File: src/rtl/mips32i_pkg.sv
// Shared MIPS32 front-end definitions.
// Next-PC select codes and fetch FSM encoding.
package mips32i_pkg;

  localparam logic [1:0] NPC_SEQ = 2'b00;
  localparam logic [1:0] NPC_J   = 2'b01;
  localparam logic [1:0] NPC_BEQ = 2'b10;
  localparam logic [1:0] NPC_BNE = 2'b11;

  typedef enum logic [1:0] {
    ST_BOOT    = 2'd0,
    ST_FETCH   = 2'd1,
    ST_HOLD    = 2'd2,
    ST_RESOLVE = 2'd3
  } fetch_state_t;

endpackage

File: src/rtl/mips32i_npc.sv
// Combinational next-PC calculator.
// Shared between the simple and a future pipelined fetch.
module mips32i_npc
  import mips32i_pkg::*;
(
  input  logic [31:0] i_pc,
  input  logic [1:0]  i_ctrl,
  input  logic        i_alu_zero,
  input  logic [31:0] i_imm_sext,
  input  logic [25:0] i_jump_index,
  output logic [31:0] o_npc
);

  logic [31:0] w_pc4;
  logic [31:0] w_off;
  logic [31:0] w_br;

  assign w_pc4 = i_pc + 32'd4;
  assign w_off = i_imm_sext << 2;
  assign w_br  = w_pc4 + w_off;

  always_comb begin
    o_npc = w_pc4;
    unique case (i_ctrl)
      NPC_SEQ: o_npc = w_pc4;
      NPC_J:   o_npc = {w_pc4[31:28], i_jump_index, 2'b00};
      NPC_BEQ: o_npc = i_alu_zero ? w_br : w_pc4;
      NPC_BNE: o_npc = i_alu_zero ? w_pc4 : w_br;
    endcase
  end

endmodule

File: src/rtl/mips32i_fetch.sv
// Non-speculative instruction fetch stage.
// One instruction in flight; waits for resolution.
module mips32i_fetch
  import mips32i_pkg::*;
#(
  parameter logic [31:0] RESET_PC = 32'h0000_0000
) (
  input  logic        clk,
  input  logic        rst,
  output logic        imem_req,
  output logic [31:0] imem_addr,
  input  logic        imem_ack,
  input  logic [31:0] imem_rdata,
  output logic [31:0] inst,
  output logic [31:0] inst_pc,
  output logic        inst_valid,
  input  logic        inst_ready,
  input  logic        res_valid,
  input  logic [1:0]  next_PC_ctrl,
  input  logic        alu_zero,
  input  logic [31:0] imm_sext,
  input  logic [25:0] jump_index,
  output logic [31:0] fetch_count
);

  fetch_state_t r_state;
  logic [31:0]  r_pc;
  logic [31:0]  r_inst;
  logic [31:0]  r_inst_pc;
  logic [31:0]  r_cnt;
  logic [31:0]  w_npc;

  mips32i_npc u_npc (
    .i_pc         (r_inst_pc),
    .i_ctrl       (next_PC_ctrl),
    .i_alu_zero   (alu_zero),
    .i_imm_sext   (imm_sext),
    .i_jump_index (jump_index),
    .o_npc        (w_npc)
  );

  always_ff @(posedge clk) begin
    if (rst) begin
      r_state   <= ST_BOOT;
      r_pc      <= RESET_PC;
      r_inst    <= 32'd0;
      r_inst_pc <= 32'd0;
      r_cnt     <= 32'd0;
    end else begin
      unique case (r_state)
        ST_BOOT: r_state <= ST_FETCH;
        ST_FETCH: begin
          if (imem_ack) begin
            r_inst    <= imem_rdata;
            r_inst_pc <= r_pc;
            r_state   <= ST_HOLD;
          end
        end
        ST_HOLD: begin
          if (inst_ready) begin
            r_cnt <= r_cnt + 32'd1;
            if (res_valid) begin
              r_pc    <= w_npc;
              r_state <= ST_FETCH;
            end else begin
              r_state <= ST_RESOLVE;
            end
          end
        end
        ST_RESOLVE: begin
          if (res_valid) begin
            r_pc    <= w_npc;
            r_state <= ST_FETCH;
          end
        end
      endcase
    end
  end

  // Handshake outputs depend on state only, never on inputs.
  assign imem_req    = (r_state == ST_FETCH);
  assign inst_valid  = (r_state == ST_HOLD);
  assign imem_addr   = r_pc;
  assign inst        = r_inst;
  assign inst_pc     = r_inst_pc;
  assign fetch_count = r_cnt;

endmodule
File: config.mk
export PLATFORM = sky130hd
export DESIGN_NAME = mips32i_fetch
export DESIGN_NICKNAME = d
export VERILOG_FILES = /design/src/rtl/mips32i_pkg.sv /design/src/rtl/mips32i_npc.sv /design/src/rtl/mips32i_fetch.sv
export SDC_FILE = /design/constraint.sdc
export NUM_CORES = 1
export LEC_CHECK = 0
export ABC_AREA = 0
export CORE_MARGIN = 2
export CORE_UTILIZATION = 25
export CTS_CLUSTER_SIZE = 10
export DETAILED_ROUTE_END_ITERATION = 12
export PLACE_DENSITY = 0.48
export SYNTH_ARGS = -nofsm -noshare
export SYNTH_HDL_FRONTEND = slang
export SYNTH_HIERARCHICAL = 1
export SYNTH_SLANG_ARGS = --single-unit
File: constraint.sdc
create_clock -name clk -period 4.4 [get_ports clk]
set_input_delay 0.66 -clock clk [delete_from_list [all_inputs] [get_ports clk]]
set_output_delay 0.66 -clock clk [all_outputs]
set_load 0.005 [all_outputs]
==> impl_metrics.yaml, run 1 <==
status:
  status: "completed"
power_and_ir_drop:
  p_per_area_mw_per_mm2: 281
  vdd_ir_drop_max_uv: 229
  leakage_nw: 4.18
logic_synthesis:
  ys_warn_count: 6
  yosysTopAreaCell: "dfxtp_1"
  synth.net_count: 1231
  ys_seq_area_share_pct: 31.8
  synth_edf_count: 0
  synth_top_area_share_pct: 31.8
  synth_area_sq_mm: 0.00819
  synth_area_leaders: "dfxtp_1 (32%), nand2_1 (12%), a21oi_1 (10%)"
  yosysUniqueCellTypes: 69
  async_reset_ff_share_pct: 0
  syn_avg_cell_area_sq_um: 7.49
  yosys_register_bits: 130
  netlist_instances: 1093
  ys.flop_type: "dfxtp_1"
worst_setup_path:
  critPathSlowestCell: "dfxtp_1"
  cpMostUsedCell: "nand4_1"
  crit_chain: "and4_1 -> nand4_1 -> nor2_1 -> xor2_1 -> ha_1 -> and4_1 -> nand4_1 -> a211o_1 -> a21oi_2 -> o41a_4 -> nand4_1 -> a31oi_1 -> nor4_1 -> a311oi_1 -> nand2_1 -> a21oi_1"
  worstSetupPathType: "register to register"
  cp_max_fo: 7
  end_kind: "register"
  timing.rr.start: "inst_pc[8]"
  worst_path_dominant_cell_family: "simple AND/OR/NAND/NOR gates"
  r2r-end: "imem_addr[30]"
  r2r_slack_ns: 0.38
  reg2reg_depth: 16
  slowest_delay_ns: 0.44
  crit_start: "inst_pc[8]"
  crit_required_ns: 4.75
  worst_ep_arrival_time_ns: 4.37
  critPathBufInv: 0
  start_kind: "register"
detailed_routing:
  drtAntennaViolNets: 0
  via_count: 8357
  wl_per_cell_microns: 16.5
  drc: 0
  firstDrtPassIters: 5
  drt_iter0_markers: 436
  routed_wl_mm: 28.8
  avgViaCountPerCell: 4.77
sta:
  fin_crit_ns: 4.02
  hold_violations: 0
  fin_crit_sh_pct: 91.4
  max_freq_mhz: 249
  grt_setup_unrepaired: "false"
  final.setup.tns_ns: 0
  timing.final.ws_setup_ns: 0.378
  tightest_slew_ns: 0.753
  maxSlewHeadroom_pct: 49.8
  finalMaxSlewViolations: 0
  fin_worst_skew_ns: 0.0126
  setup_violations: 0
cells_and_area:
  area_growth_pct: 40.8
  final_cells: 1753
  diodes: 0
  drive_gt1_share_pct: 6.79
  finish.instance_area_sq_mm: 0.0115
  final_nets: 1436
  layout_commonest_cell: "nand2_1"
  most-common-layout-cells: "nand2_1 (265), clkdlybuf4s50_1 (224), a21oi_1 (171)"
clocking:
  clkTransAtPathRegs_ns: 0.06
  cts_root_buf: "clkbuf_16"
  cts_resized: 0
  cts_tree: "yes"
  cts_buffers: 17
  post_cts_buffers: 0
  cts.sinks: 130
  clk_path_buf_depth: 2
  h-tree-depth: 4
  ctsHoldBuffers: 0
  clk-insertion-delay-late_ns: 0.42
place:
  post-dp-hpwl_mm: 21.9
  place_inst: 1721
  gp_congestion: 0.848
  place_ws_ns: 0.377
  dpl_cell_area_sq_mm: 0.0109
  numPortBuffers: 225
min_path:
  min_to: "inst[1]"
  holdPathStages: 2
  worst_hold_startpoint: "inst[1]"
  min_path_type: "register to register"
floorplan:
  ioPinCount: 228
  die_h_microns: 185
  coreArea_sq_mm: 0.0324
  die-area_sq_mm: 0.0342
  die_w_microns: 185
  initial_core_util_pct: 25.3
  rows: 66
flow_run:
  cap_viol_max_count: 0
global_routing:
  grt_pass1_wl_mm: 45.0
  grt_max_degree: 65
  grt_pass1_vias: 8019
  antenna_found_initial: 0
  grt_usage_pct: 16.9
  overflow: 0
[through the flow]
step	power, mW	hold slack, ns	utilization, %
floorplan	1.49	0.453	-
global placement	1.73	0.440	33.7
detailed placement	1.72	0.448	33.7
CTS	3.29	0.455	35.6
global route	3.39	0.471	35.6
finish	3.24	0.452	35.6
[synthesized netlist by cell type, types with 4 or more instances]
master    number
xnor2_1       30
inv_1         23
a211oi_1       4
mux2i_1       11
and3_1         4
nand3_1       25
nand2_1      266
nor2b_1        6
a21oi_2        4
o21bai_1       4
or4_1         13
and4_1        10
nor2_1        49
mux4_2         4
o21ai_1        5
or3_1          9
dfxtp_1      130
buf_1          7
o21a_1         6
o21ai_0       32
a21o_1        13
buf_6          5
o31ai_1       13
xor2_1        33
o211ai_1      11
mux2_2         9
buf_2          4
ha_1          39
clkbuf_1      45
o22ai_1       18
nand4_1       22
a21oi_1      171
and2_1         9
nor3_1        13
[power breakdown]
group	internal [mW]	total [mW]	switching, mW
logic	0.221	0.473	0.252
clock network	1.01	1.54	0.533
registers	1.21	1.22	0.0181
[tightest hold or removal path, cell delays in order, from the launching register on]
cell and delay (ns):
dfxtp_1 0.30, nand2_1 0.05, a21oi_1 0.05
[how the worst max path moves through the flow]
stage	cells past startpoint	slack, ns	endpoint
3_3_place_gp	16	0.41	imem_addr[30]
4_1_cts	16	0.36	imem_addr[26]
2_1_floorplan	18	0.89	imem_addr[26]
3_5_place_dp	16	0.38	imem_addr[26]
6_report	16	0.38	imem_addr[30]
5_1_grt	16	0.05	imem_addr[30]
[area by class of cell]
cell class / count / area [sq um]
multi-input combinational: 877 / 5230
clock buffer: 23 / 488
fill: 3470 / 20800
tap: 442 / 553
clock inverter: 9 / 151
timing repair buffer: 247 / 2410
sequential: 130 / 2600
inverter: 25 / 93.8
[registers in the layout (all words and copies together), names as in the netlist]
register,count
fetch_count,32
inst,32
inst_pc,32
r_state,2
imem_addr,32
[layer usage]
layer | routed length, microns | track usage [%]
met5 | 0 | 0
met4 | 509 | 5.08
met3 | 2040 | 4.80
met2 | 12600 | 26.1
met1 | 13700 | 22.9
[cells by family after synthesis]
group | after synthesis | synth area share, %
AND/OR/NAND/NOR | 446 | 25.1
AO/OA/AOI/OAI | 303 | 21.7
flip-flops | 130 | 31.8
buffers and inverters | 86 | 4.46
XOR/XNOR | 64 | 7.07
adder cells (fa/ha/maj) | 40 | 6.20
multiplexers | 24 | 3.68
No activity file was read; power rests on OpenSTA's default activity.
==> run 2, diff against run 1 <==
--- a/config.mk
+++ b/config.mk
@@ -6,6 +6,7 @@
 export NUM_CORES = 1
 export LEC_CHECK = 0
 export ABC_AREA = 0
+export CAP_MARGIN = 20
 export CORE_MARGIN = 2
 export CORE_UTILIZATION = 25
 export CTS_CLUSTER_SIZE = 10
==> results of run 2 <==
Same layout as run 1: the final DEF is identical, and so are final timing and power.
==> run 3, diff against run 2 <==
--- a/config.mk
+++ b/config.mk
@@ -7,11 +7,11 @@
 export LEC_CHECK = 0
 export ABC_AREA = 0
 export CAP_MARGIN = 20
+export CORE_ASPECT_RATIO = 0.8
 export CORE_MARGIN = 2
 export CORE_UTILIZATION = 25
 export CTS_CLUSTER_SIZE = 10
 export DETAILED_ROUTE_END_ITERATION = 12
-export PLACE_DENSITY = 0.48
 export SYNTH_ARGS = -nofsm -noshare
 export SYNTH_HDL_FRONTEND = slang
 export SYNTH_HIERARCHICAL = 1
==> run 3 against run 2 <==
  * Flip-flop and latch count did not move
  * Clock skew down 0.0012 ns
  * Clock-buffer cell count up 1
  * Wire length decreased by 1.0%
  * Sequential share of layout area increased by 0.081 points
==> impl_metrics.yaml, run 3 (synthesis results as in run 1) <==
detailed_routing:
  firstDrtPassIters: 5
  avgViaCountPerCell: 4.95
  drt_iter0_markers: 584
  via_count: 8586
  wl_per_cell_microns: 16.4
  routed_wl_mm: 28.5
  drc: 0
  drtAntennaViolNets: 0
power_and_ir_drop:
  clock_power_share_pct: 46.3
  leakage_nw: 4.17
  vdd_ir_drop_max_uv: 318
  p_per_area_mw_per_mm2: 276
  p_sw_mw: 0.782
  p_int_mw: 2.39
  comb_power_share_pct: 15.1
  seq_power_share_pct: 38.7
  power_mw: 3.17
  p_sw_share_pct: 24.7
sta:
  timing.final.ws_setup_ns: 0.381
  finalMaxSlewViolations: 0
  fin_worst_skew_ns: 0.0113
  fin_crit_sh_pct: 91.4
  grt_setup_unrepaired: "false"
  fin_crit_ns: 4.02
  final.setup.tns_ns: 0
  setup_violations: 0
  maxSlewHeadroom_pct: 38.4
  tightest_slew_ns: 0.921
  hold_violations: 0
  max_freq_mhz: 249
worst_setup_path:
  reg2reg_depth: 16
  timing.rr.start: "inst_pc[4]"
  crit_required_ns: 4.75
  critPathSlowestCell: "dfxtp_1"
  cp_max_fo: 7
  r2r_slack_ns: 0.38
  crit_end: "imem_addr[25]"
  worst_ep_arrival_time_ns: 4.37
  end_kind: "register"
  slowest_delay_ns: 0.43
  crit_chain: "and3_1 -> nand3_2 -> nor2_1 -> xor2_1 -> ha_1 -> a21o_1 -> a21o_1 -> a221o_1 -> o211ai_1 -> o211ai_1 -> a21oi_2 -> o21bai_1 -> xnor2_1 -> o21ai_0 -> nand2_1 -> a21oi_1"
  worstSetupPathType: "register to register"
  crit_start: "inst_pc[4]"
  start_kind: "register"
  r2r-end: "imem_addr[25]"
global_routing:
  grt_pass1_vias: 8189
  grt_max_degree: 52
  grt_pass1_wl_mm: 44.9
  overflow: 0
  antenna_found_initial: 2
  grt_usage_pct: 16.7
clocking:
  clk_path_buf_depth: 2
  cts_tree: "yes"
  clk-insertion-delay-late_ns: 0.43
  cts.sinks: 130
  cts_root_buf: "clkbuf_16"
  ctsHoldBuffers: 0
  cts_buffers: 17
  h-tree-depth: 4
  clkTransAtPathRegs_ns: 0.06
status:
  status: "completed"
cells_and_area:
  final_cells: 1735
  final_nets: 1435
  most-common-layout-cells: "nand2_1 (265), clkdlybuf4s50_1 (224), a21oi_1 (171)"
  drive_gt1_share_pct: 6.66
  layout_commonest_cell: "nand2_1"
  area_growth_pct: 40.3
place:
  gp_congestion: 0.884
  post-dp-hpwl_mm: 21.9
  numPortBuffers: 225
  place_inst: 1705
  place_ws_ns: 0.343
floorplan:
  die_w_microns: 206
  initial_core_util_pct: 25.3
  coreArea_sq_mm: 0.0324
  die_h_microns: 166
  rows: 59
  ioPinCount: 228
  die-area_sq_mm: 0.0342
min_path:
  min_path_type: "register to register"
  worst_hold_startpoint: "inst[20]"
flow_run:
  cap_viol_max_count: 0
[run 3: worst min path at each step]
stage	slack (ns)	cells past startpoint	to
after detailed placement	0.45	2	inst[0]
after floorplan	0.45	2	inst[0]
after global placement	0.44	2	inst[20]
final	0.45	2	inst[20]
after CTS	0.46	2	inst[20]
after global routing	0.47	2	inst[13]
[run 3: area by class of cell]
| type | instances | area, sq um |
|---|---|---|
| diodes | 1 | 2.50 |
| clock buffers | 24 | 502 |
| clock inverters | 5 | 100 |
| fillers | 3403 | 20900 |
| inverters | 25 | 93.8 |
| multi-input cells | 877 | 5240 |
| flip-flops and latches | 130 | 2600 |
| well taps | 427 | 534 |
| repair buffers | 246 | 2420 |
[run 3: power by group through the flow]
stage	clock network, mW	logic [mW]	registers [mW]
finish	1.47	0.477	1.22
CTS	1.50	0.478	1.22
global route	1.56	0.521	1.23
global placement	0	0.473	1.25
floorplan	0	0.241	1.25
detailed placement	0	0.477	1.25
[run 3: stage by stage]
step	cell area (sq um)	hold WS, ns	util [%]
after floorplan	8190	0.453	-
after global placement	10900	0.441	33.6
after detailed placement	10900	0.449	33.6
after CTS	11500	0.456	35.4
after global routing	11500	0.471	35.5
final	11500	0.453	35.5
[run 3: what timing repair did]
| action | 4_1_cts | 5_1_grt |
|---|---|---|
| gates resized for setup | 0 | 2 |
| endpoints found under the setup margin | 0 | 4 |
| setup buffers | 0 | 0 |
[run 3: layer usage]
metal / vias up / share of wire (%) / global-route usage (%)
met5: - / 0.046 / 0
met4: 2 / 3.1 / 6.18
met3: 50 / 9.9 / 6.02
met2: 308 / 42 / 24.4
met1: 3966 / 45 / 22.4
li1: 4260 / - / -
[run 3: worst max-delay path: cells and delay by family, from the launching register on]
family / cells / cell delay (ns)
AOI/OAI and AO/OA: 9 / 2.07
and+or+nand+nor: 4 / 0.72
DFF: 1 / 0.43
xor gates and xnor gates: 2 / 0.36
adders and majority gates: 1 / 0.35
